## config.mk

```make
export PLATFORM = sky130hd
export DESIGN_NAME = contador_pc
export DESIGN_NICKNAME = d
export VERILOG_FILES = /design/src/rtl/mips_pkg.sv /design/src/rtl/calculo_destino.sv /design/src/rtl/contador_pc.sv
export SDC_FILE = /design/constraint.sdc
export NUM_CORES = 1
export LEC_CHECK = 0
export ABC_AREA = 1
export BUFFER_PORTS_ARGS = -buffer_cell sky130_fd_sc_hd__buf_2
export CORE_MARGIN = 2
export CORE_UTILIZATION = 45
export DETAILED_ROUTE_END_ITERATION = 8
export PLACE_DENSITY = 0.76
export SETUP_SLACK_MARGIN = 0.02
export SLEW_MARGIN = 20
export SYNTH_ARGS = -nofsm -noshare
export SYNTH_HDL_FRONTEND = slang
export SYNTH_SLANG_ARGS = --single-unit
```

## constraint.sdc

```tcl
create_clock -name clk -period 2.2 [get_ports clk]
set_input_delay 0.11 -clock clk [delete_from_list [all_inputs] [get_ports clk]]
set_output_delay 0.11 -clock clk [all_outputs]
set_load 0.005 [all_outputs]
```

## src/rtl/mips_pkg.sv

```systemverilog
// Shared fetch-stage constants and the program-counter FSM state type.
package mips_pkg;

  localparam int unsigned ANCHO    = 32;
  localparam int unsigned PASO     = 4;
  localparam int unsigned ANCHO_J  = 26;
  localparam logic [ANCHO-1:0] PC_RESET = 32'h0000_0000;

  typedef enum logic [1:0] {
    ESPERA  = 2'd0,
    BUSCA   = 2'd1,
    ENTREGA = 2'd2
  } estado_e;

endpackage

```

## src/rtl/calculo_destino.sv

```systemverilog
// Redirect target: branch (pcRama + word offset) or jump (region bits + field).
module calculo_destino
  import mips_pkg::*;
(
  input  logic               fuentePc,
  input  logic [ANCHO-1:0]   pcRama,
  input  logic [ANCHO-1:0]   inmExt,
  input  logic [ANCHO_J-1:0] destinoJ,
  output logic [ANCHO-1:0]   destino_c
);

  logic [ANCHO-1:0] rama_c;
  logic [ANCHO-1:0] salto_c;

  // Branch wins over jump; the target is always word aligned.
  always_comb begin
    rama_c         = pcRama + (inmExt << 2);
    salto_c        = {pcRama[ANCHO-1:ANCHO-4], destinoJ, 2'b00};
    destino_c      = fuentePc ? rama_c : salto_c;
    destino_c[1:0] = 2'b00;
  end

endmodule

```

## src/rtl/contador_pc.sv

```systemverilog
// Fetch-stage PC unit: holds the PC, fetches over req/ack and hands
// instructions to decode over valid/ready, honouring branch/jump redirects.
module contador_pc
  import mips_pkg::*;
(
  input  logic               clk,
  input  logic               rst_n,
  output logic               imemReq,
  output logic [ANCHO-1:0]   imemAddr,
  input  logic               imemAck,
  input  logic [ANCHO-1:0]   imemDato,
  output logic [ANCHO-1:0]   instr,
  output logic [ANCHO-1:0]   pcMas4,
  output logic               instrValida,
  input  logic               decodListo,
  input  logic               fuentePc,
  input  logic               saltoIncond,
  input  logic [ANCHO-1:0]   pcRama,
  input  logic [ANCHO-1:0]   inmExt,
  input  logic [ANCHO_J-1:0] destinoJ
);

  estado_e          estado_q, estado_d;
  logic [ANCHO-1:0] pc_q, pc_d;
  logic [ANCHO-1:0] addr_q, addr_d;
  logic [ANCHO-1:0] instr_q, instr_d;
  logic [ANCHO-1:0] pcmas4_q, pcmas4_d;
  logic             descarta_q, descarta_d;

  logic             redir_c;
  logic [ANCHO-1:0] destino_c;
  logic [ANCHO-1:0] pc_sig_c;

  calculo_destino u_destino (
    .fuentePc  (fuentePc),
    .pcRama    (pcRama),
    .inmExt    (inmExt),
    .destinoJ  (destinoJ),
    .destino_c (destino_c)
  );

  assign redir_c  = fuentePc | saltoIncond;
  assign pc_sig_c = pc_q + ANCHO'(PASO);

  assign imemReq  = (estado_q == BUSCA);
  assign imemAddr = addr_q;
  assign instr    = instr_q;
  assign pcMas4   = pcmas4_q;

  // Next-state and datapath; a request address only changes when a new
  // request starts, so a redirect never disturbs one already in flight.
  always_comb begin
    estado_d    = estado_q;
    pc_d        = pc_q;
    addr_d      = addr_q;
    instr_d     = instr_q;
    pcmas4_d    = pcmas4_q;
    descarta_d  = descarta_q;
    instrValida = 1'b0;

    case (estado_q)
      ESPERA: begin
        if (redir_c) pc_d = destino_c;
        estado_d = BUSCA;
      end
      BUSCA: begin
        if (imemAck) begin
          descarta_d = 1'b0;
          if (!descarta_q && !redir_c) begin
            instr_d  = imemDato;
            pcmas4_d = pc_sig_c;
            estado_d = ENTREGA;
          end else if (redir_c) begin
            pc_d = destino_c;
          end
        end else if (redir_c) begin
          pc_d       = destino_c;
          descarta_d = 1'b1;
        end
      end
      ENTREGA: begin
        instrValida = !redir_c;
        if (redir_c) begin
          pc_d     = destino_c;
          estado_d = BUSCA;
        end else if (decodListo) begin
          pc_d     = pc_sig_c;
          estado_d = BUSCA;
        end
      end
      default: estado_d = ESPERA;
    endcase

    if ((estado_d == BUSCA) && ((estado_q != BUSCA) || imemAck)) addr_d = pc_d;
  end

  always_ff @(posedge clk or negedge rst_n) begin
    if (!rst_n) begin
      estado_q   <= ESPERA;
      pc_q       <= PC_RESET;
      addr_q     <= PC_RESET;
      instr_q    <= '0;
      pcmas4_q   <= PC_RESET + ANCHO'(PASO);
      descarta_q <= 1'b0;
    end else begin
      estado_q   <= estado_d;
      pc_q       <= pc_d;
      addr_q     <= addr_d;
      instr_q    <= instr_d;
      pcmas4_q   <= pcmas4_d;
      descarta_q <= descarta_d;
    end
  end

endmodule

```

==> reports/metrics.cfg, run 1 <==
[power]
power_switching_w = 0.00565
p_comb_share_pct = 43.8
p_leak_nw = 6.38
p_seq_share_pct = 33.9
switching_share_pct = 42.7
powerDensity_nw_per_um2 = 1120
ir_worst_vdd_uv = 854
pwr-share-clk_pct = 22.3
intPower_w = 0.00760

[detailed_routing]
drt-vias-per-instance = 5.21
antenna_left = 0
wl_per_cell_um = 17.0
wl_um = 32300
drcViolationCount = 0
drt-pass1-iter-count = 5
drt_iter0_drc = 821
num_vias = 9868

[yosys]
synth_area_leaders = dfrtp_1, nand2_1, o21ai_0, inv_1, ha_1
synth_area_um2 = 8820
synth_nets = 1465
synth_area_leader_cell = dfrtp_1
synth_cell_type_count = 43
synth_warnings = 0
synth_seq_cells = 131
avgSynthCellArea_um2 = 6.76
ys_seq_area_share_pct = 37.2
netlist.area_leader.share_pct = 36.9
postSynthCellCount = 1306

[global_routing]
gr-total-overflow = 0
grt_antenna_before_repair = 0
track_usage_pct = 31.3
grt_pass1_wl_um = 49300
use_met3_pct = 6.82
grt_pass1_vias = 9087
use_met1_pct = 45.7
top_usage_layer = met2
grtUsageMet2_pct = 46.3
grt_max_degree = 85

[finish]
finalNonFillerCells = 1894
n_fill_cell = 1785
multi_input_area_um2 = 5000
syn2layout_area_growth_pct = 33.8
fin_nets = 1775
n_antenna_cell = 0
layout_commonest_cell = nand2_1
layout_common_cells = nand2_1, buf_2, dfrtp_1, inv_1, o21ai_0
drive_above_1_share_pct = 23.9
final_area_um2 = 11800
ff_latch_area_um2 = 3290

[place]
finalWeightedCongestion = 0.967
placedCellCount = 1820
portBuffers = 221
hpwlAfterDp_um = 24100
dp_slack_ns = 0.0322
placed_cell_area_um2 = 10700

[die]
die_x_um = 144
io_pins = 226
coreArea_um2 = 19300
rows = 51
die_area_um2 = 20700
start_util_pct = 45.6
die_y_um = 144

[setup_path]
crit_start = pc_q[2]$_DFF_PN0_
r2r-end = imemAddr[16]$_DFFE_PN0P_
path_max_fanout = 4
worstSetupStartpointType = register
r2r_setup_slack_ns = 0.12
critPathRequiredTime_ns = 2.57
cp_data_arrival_time_ns = 2.45
end_kind = register
criticalPathCategory = register to register
worstSetupEndpoint = imemAddr[16]$_DFFE_PN0P_
crit-reg2reg-launch = pc_q[2]$_DFF_PN0_
worstRegToRegCells = 15

[sta]
finalCritPeriodShare_pct = 94.8
setup_viol = 0
fin_skew_ns = 0.00688
hold_violations = 0
tightest_slew_ns = 0.596
finalCriticalPeriod_ns = 2.08
slew_headroom_pct = 59.8
timing.final.ws_setup_ns = 0.115
slew_viol_final = 0
grt_setup_unrepaired = yes
max_freq_ghz = 0.480

[clock_network]
cts_buffer_depth = 2
cts_tree = built
clock_latency_ns = 0.43
clkSinkCount = 131
root_buffer = clkbuf_16
numCtsBuffers = 17
h-tree-depth = 4
clk_pin_slew_ns = 0.06

[job]
cap_violations = 0

[min_path]
worstHoldPathType = primary input to register

[outcome]
outcome = complete, no violations

==> cell families after synthesis <==
family	synth area share [%]
fa+ha+maj	4.48
xor+xnor	2.68
flops	37.2
compound gates	12.8
buf+inv	7.05
simple gates	35.8
==> final cells by class <==
type | count | share of cell area (%)
Tap cell | 265 | 2.81
Clock inverter | 13 | 1.47
Sequential cell | 131 | 27.9
Inverter | 115 | 3.67
Multi-Input combinational cell | 1015 | 42.3
Clock buffer | 19 | 3.75
Timing Repair Buffer | 336 | 18.1
==> per-layer routing <==
layer,share of wire [%],routed length (µm),vias to the layer above
met4,2.8,909,0
met1,45,14500,4514
met5,0,0,-
met3,9.3,3000,50
li1,-,-,4828
met2,43,13900,476
==> Yosys cell counts <==
master	count
o21ai_1	17
nand4_1	15
ha_1	30
o211ai_1	10
nor3_4	1
inv_2	5
clkinv_2	1
nor3_1	14
fa_1	1
nand3_4	1
a31oi_1	4
o21a_1	1
xor2_1	21
a21oi_1	72
nor2_1	65
dfrtp_1	130
buf_4	1
buf_2	13
o21ai_2	2
and2_1	1
dfstp_2	1
inv_1	108
nand2_1	546
nor2_4	5
clkinv_1	1
nand3_2	2
a21o_1	4
o21ai_0	90
nor2_8	2
nand2_4	3
o22ai_1	5
o21bai_1	1
buf_1	1
nor3b_1	2
o221ai_1	5
or2_2	2
nor3_2	4
xnor2_1	6
nand2_2	6
nor2_2	1
clkbuf_1	30
nand3_1	69
nand3b_1	7
==> power by group through the flow <==
stage / logic (W) / clock network, W / registers (W)
2_1_floorplan: 0.00296 / 0 / 0.00434
3_3_place_gp: 0.00535 / 0 / 0.00443
3_5_place_dp: 0.00543 / 0 / 0.00443
4_1_cts: 0.00553 / 0.00299 / 0.00441
5_1_grt: 0.00647 / 0.00310 / 0.00463
6_report: 0.00580 / 0.00296 / 0.00450
==> what timing repair did <==
action                     CTS  global route
resized for setup            1            23
hold endpoints to repair    62             0
setup endpoints to repair    2            21
hold buffers                34             0
pin swaps                    0             3
setup buffers                0             8
==> how the worst min path moves through the flow <==
stage	start	to	slack (ns)	depth (start not counted)
finish	destinoJ[1]	pc_q[3]$_DFF_PN0_	0.04	3
global route	destinoJ[1]	pc_q[3]$_DFF_PN0_	0.04	3
CTS	destinoJ[1]	pc_q[3]$_DFF_PN0_	0.03	3
detailed placement	rst_n	instr[0]$_DFFE_PN0P_	0.06	1
global placement	rst_n	instr[0]$_DFFE_PN0P_	0.06	1
floorplan	rst_n	descarta_q$_DFFE_PN0P_	-0.19	0
==> stage by stage <==
| step | hold slack (ns) | TNS [ns] | total power [W] | util [%] |
|---|---|---|---|---|
| after global routing | 0.0385 | -0.0686 | 0.0142 | 61.0 |
| after detailed placement | 0.0604 | 0 | 0.00987 | 55.3 |
| after CTS | 0.0258 | 0 | 0.0129 | 60.3 |
| after global placement | 0.0575 | -0.0163 | 0.00978 | 55.3 |
| after floorplan | -0.186 | 0 | 0.00730 | - |
| final | 0.0423 | 0 | 0.0133 | 61.0 |
==> worst max-delay path: stages, from the launching register on <==
cell and delay [ns]:
dfrtp_1 0.37, buf_4 0.13, ha_4 0.13, nand2_1 0.06, inv_2 0.11, nand2_4 0.08, nor2_8 0.12, nand2_4 0.08
nor2_4 0.12, xor2_1 0.25, nand2_1 0.11, a21oi_1 0.14, o21ai_1 0.09, nand2_2 0.10, nand2_1 0.07, nand2_1 0.07
==> registers in the layout, summed over array words and instances, names as in the netlist <==
name and cells:
estado_q 2, pcMas4 32, pc_q 32, descarta_q 1, imemAddr 32, instr 32
Power figures use the tool's default switching activity.
==> run 2: changes to the inputs <==
--- a/config.mk
+++ b/config.mk
@@ -10,7 +10,7 @@
 export CORE_MARGIN = 2
 export CORE_UTILIZATION = 45
 export DETAILED_ROUTE_END_ITERATION = 8
-export PLACE_DENSITY = 0.76
+export PLACE_DENSITY = 0.71
 export SETUP_SLACK_MARGIN = 0.02
 export SLEW_MARGIN = 20
 export SYNTH_ARGS = -nofsm -noshare
==> run 2 against run 1 <==
Compared with the run above:
- maximum frequency is 1.3% higher
- die area unchanged
- clock-buffer cell count rose by 2
- critical path depth shrank 1
- clock power about the same
- total power down 0.82%
- core utilization increased by 0.38 points
- via count is 0.67% lower
- cell count is 0.63% higher
- sequential power down 0.9%
- worst setup slack improved by 0.026 ns
- final area grew 0.62%
- largest cell class unchanged
- highest routed layer unchanged
==> reports/metrics.cfg, run 2 (synthesized netlist as in run 1, its figures left out) <==
[outcome]
outcome = complete, no violations

[detailed_routing]
wl_um = 31800  ; -1.4%
antenna_left = 0  ; unchanged
drt-vias-per-instance = 5.14  ; -1.3%
drcViolationCount = 0  ; unchanged
drt-pass1-iter-count = 5  ; unchanged
num_vias = 9802  ; -0.67%
wl_per_cell_um = 16.7  ; -2.0%
drt_iter0_drc = 842  ; +2.6%

[finish]
finalNonFillerCells = 1906  ; +0.63%
syn2layout_area_growth_pct = 34.6
fin_nets = 1787  ; +0.68%
n_antenna_cell = 0  ; unchanged
layout_commonest_cell = nand2_1
n_fill_cell = 1861  ; +4.3%
layout_common_cells = nand2_1, buf_2, dfrtp_1, inv_1
drive_above_1_share_pct = 24.3  ; +0.37 points

[sta]
slew_viol_final = 0  ; unchanged
setup_viol = 0  ; unchanged
max_freq_ghz = 0.486  ; +1.3%
fin_skew_ns = 0.0140  ; +0.00710 ns
finalCritPeriodShare_pct = 93.6  ; -1.2 points
tightest_slew_ns = 0.655  ; +0.0583 ns
hold_violations = 0  ; unchanged
slew_headroom_pct = 56.4  ; -3.5 points
grt_setup_unrepaired = yes
finalCriticalPeriod_ns = 2.06  ; -0.0264 ns

[power]
pwr-share-clk_pct = 22.5  ; +0.2 points
powerDensity_nw_per_um2 = 1110  ; -1.4%
ir_worst_vdd_uv = 608  ; -29%
power_switching_w = 0.00552  ; -2.4%
p_leak_nw = 6.45  ; +1.1%
power_w = 0.0131  ; -0.82%
p_comb_share_pct = 43.6  ; -0.2 points
switching_share_pct = 42.0  ; -0.67 points
p_seq_share_pct = 33.9  ; about the same
intPower_w = 0.00763  ; +0.33%

[clock_network]
clock_latency_ns = 0.43  ; about the same
cts_tree = built
h-tree-depth = 4  ; unchanged
clk_pin_slew_ns = 0.07  ; about the same
numCtsBuffers = 17  ; unchanged
cts_buffer_depth = 2  ; unchanged
clkSinkCount = 131  ; unchanged
root_buffer = clkbuf_16

[setup_path]
criticalPathCategory = register to register
critPathBufInv = 4  ; +2
crit-reg2reg-launch = pc_q[3]$_DFF_PN0_
path_max_fanout = 5  ; +1
cp_data_arrival_time_ns = 2.40  ; -0.05 ns
critPathMaxStageDelay_ns = 0.41  ; +0.04 ns
crit_top_cell = nand2_1
worstRegToRegCells = 14  ; -1
cp_cell_sequence = ha_2 > nand2_1 > inv_2 > nand2_4 > nor2_4 > buf_4 > buf_4 > xor2_1 > inv_1 > o21ai_1 > nand2_1 > nand2_1 > nand2_1 > a31oi_1
r2r_setup_slack_ns = 0.14  ; +0.03 ns
slowest_stage = dfrtp_2
crit_start = pc_q[3]$_DFF_PN0_
end_kind = register
critPathRequiredTime_ns = 2.54  ; -0.03 ns
worst-path-stages = 14  ; -1
r2r-end = imemAddr[10]$_DFFE_PN0P_
worstSetupEndpoint = imemAddr[10]$_DFFE_PN0P_
worstSetupStartpointType = register
cp_top_family = simple AND/OR/NAND/NOR gates

[die]
start_util_pct = 45.6  ; unchanged
die_y_um = 144  ; unchanged
die_area_um2 = 20700  ; unchanged
rows = 51  ; unchanged
coreArea_um2 = 19300  ; unchanged
io_pins = 226  ; unchanged
die_x_um = 144  ; unchanged

[global_routing]
track_usage_pct = 30.4  ; -0.87 points
grt_pass1_wl_um = 47800  ; -2.9%
grt_pass1_vias = 8889  ; -2.2%
grt_antenna_before_repair = 0  ; unchanged
gr-total-overflow = 0  ; unchanged
grt_max_degree = 85  ; unchanged

[place]
hpwlAfterDp_um = 24300  ; +0.75%
placedCellCount = 1830  ; +0.55%
finalWeightedCongestion = 0.966  ; -0.12%
portBuffers = 221  ; unchanged

[job]
cap_violations = 0  ; unchanged

[min_path]
worstHoldPathType = primary input to register
min_from = destinoJ[24]

-- run 2: cell types whose count changed in the layout (fill, tap and decap cells not counted), sizes merged --
cell / delta
buf: +12
clkbuf: +2
clkinv: +1
clkinvlp: -1
inv: -2
-- run 2: worst min-delay path by stage --
stage / end / slack, ns / cells after the start
6_report: pc_q[26]$_DFF_PN0_ / 0.08 / 5
2_1_floorplan: descarta_q$_DFFE_PN0P_ / -0.19 / 0
3_5_place_dp: instr[16]$_DFFE_PN0P_ / 0.18 / 1
5_1_grt: pc_q[26]$_DFF_PN0_ / 0.10 / 5
4_1_cts: pc_q[26]$_DFF_PN0_ / 0.07 / 5
3_3_place_gp: instr[15]$_DFFE_PN0P_ / 0.17 / 1
-- run 2: final cells by class --
cell class,count,area [µm²],share of cell area (%)
Timing Repair Buffer,348,2210,18.6
Inverter,115,433,3.65
Clock buffer,21,470,3.96
Clock inverter,11,150,1.26
Multi-Input combinational cell,1015,4990,42.0
Tap cell,265,332,2.79
Sequential cell,131,3290,27.7
-- run 2: repair_timing --
action | in CTS | in global routing
cloned | 0 | 0
hold buffers | 34 | 0
pin swaps | 0 | 3
setup endpoints to repair | 1 | 16
gates resized for setup | 1 | 22
setup buffers | 0 | 10
hold endpoints to repair | 78 | 0
-- run 2: power by group through the flow --
stage                     clock network [W]  registers, W  logic [W]
after detailed placement                  0       0.00440    0.00544
final                               0.00296       0.00446    0.00573
after global placement                    0       0.00439    0.00536
after CTS                           0.00299       0.00439    0.00552
after global routing                0.00308       0.00459    0.00640
after floorplan                           0       0.00434    0.00296
-- run 2: routing by layer --
metal | track usage [%] | routed length, µm | up-vias
met2 | 44.5 | 13500 | 405
met5 | 0 | 0 | -
li1 | - | - | 4879
met1 | 44.9 | 14800 | 4468
met3 | 5.40 | 2600 | 50
met4 | 11.1 | 926 | 0
-- run 2: stage by stage --
step	worst slack (ns)	hold slack [ns]	utilization, %	instance area [µm²]	setup TNS [ns]
finish	0.142	0.0782	61.4	11900	0
global route	0.00297	0.104	61.4	11900	0
CTS	0.0375	0.0682	60.6	11700	0
detailed placement	-0.0142	0.182	55.7	10800	-0.0142
global placement	0.0399	0.172	55.7	10800	0
floorplan	0.301	-0.186	-	8820	0
-- run 2: worst reg2reg max path, cell delays in order, from the launching register on --
cell	delay (ns)
dfrtp_2	0.41
ha_2	0.20
nand2_1	0.06
inv_2	0.12
nand2_4	0.08
nor2_4	0.15
buf_4	0.13
buf_4	0.09
xor2_1	0.14
inv_1	0.10
o21ai_1	0.13
nand2_1	0.06
nand2_1	0.06
nand2_1	0.09
a31oi_1	0.15
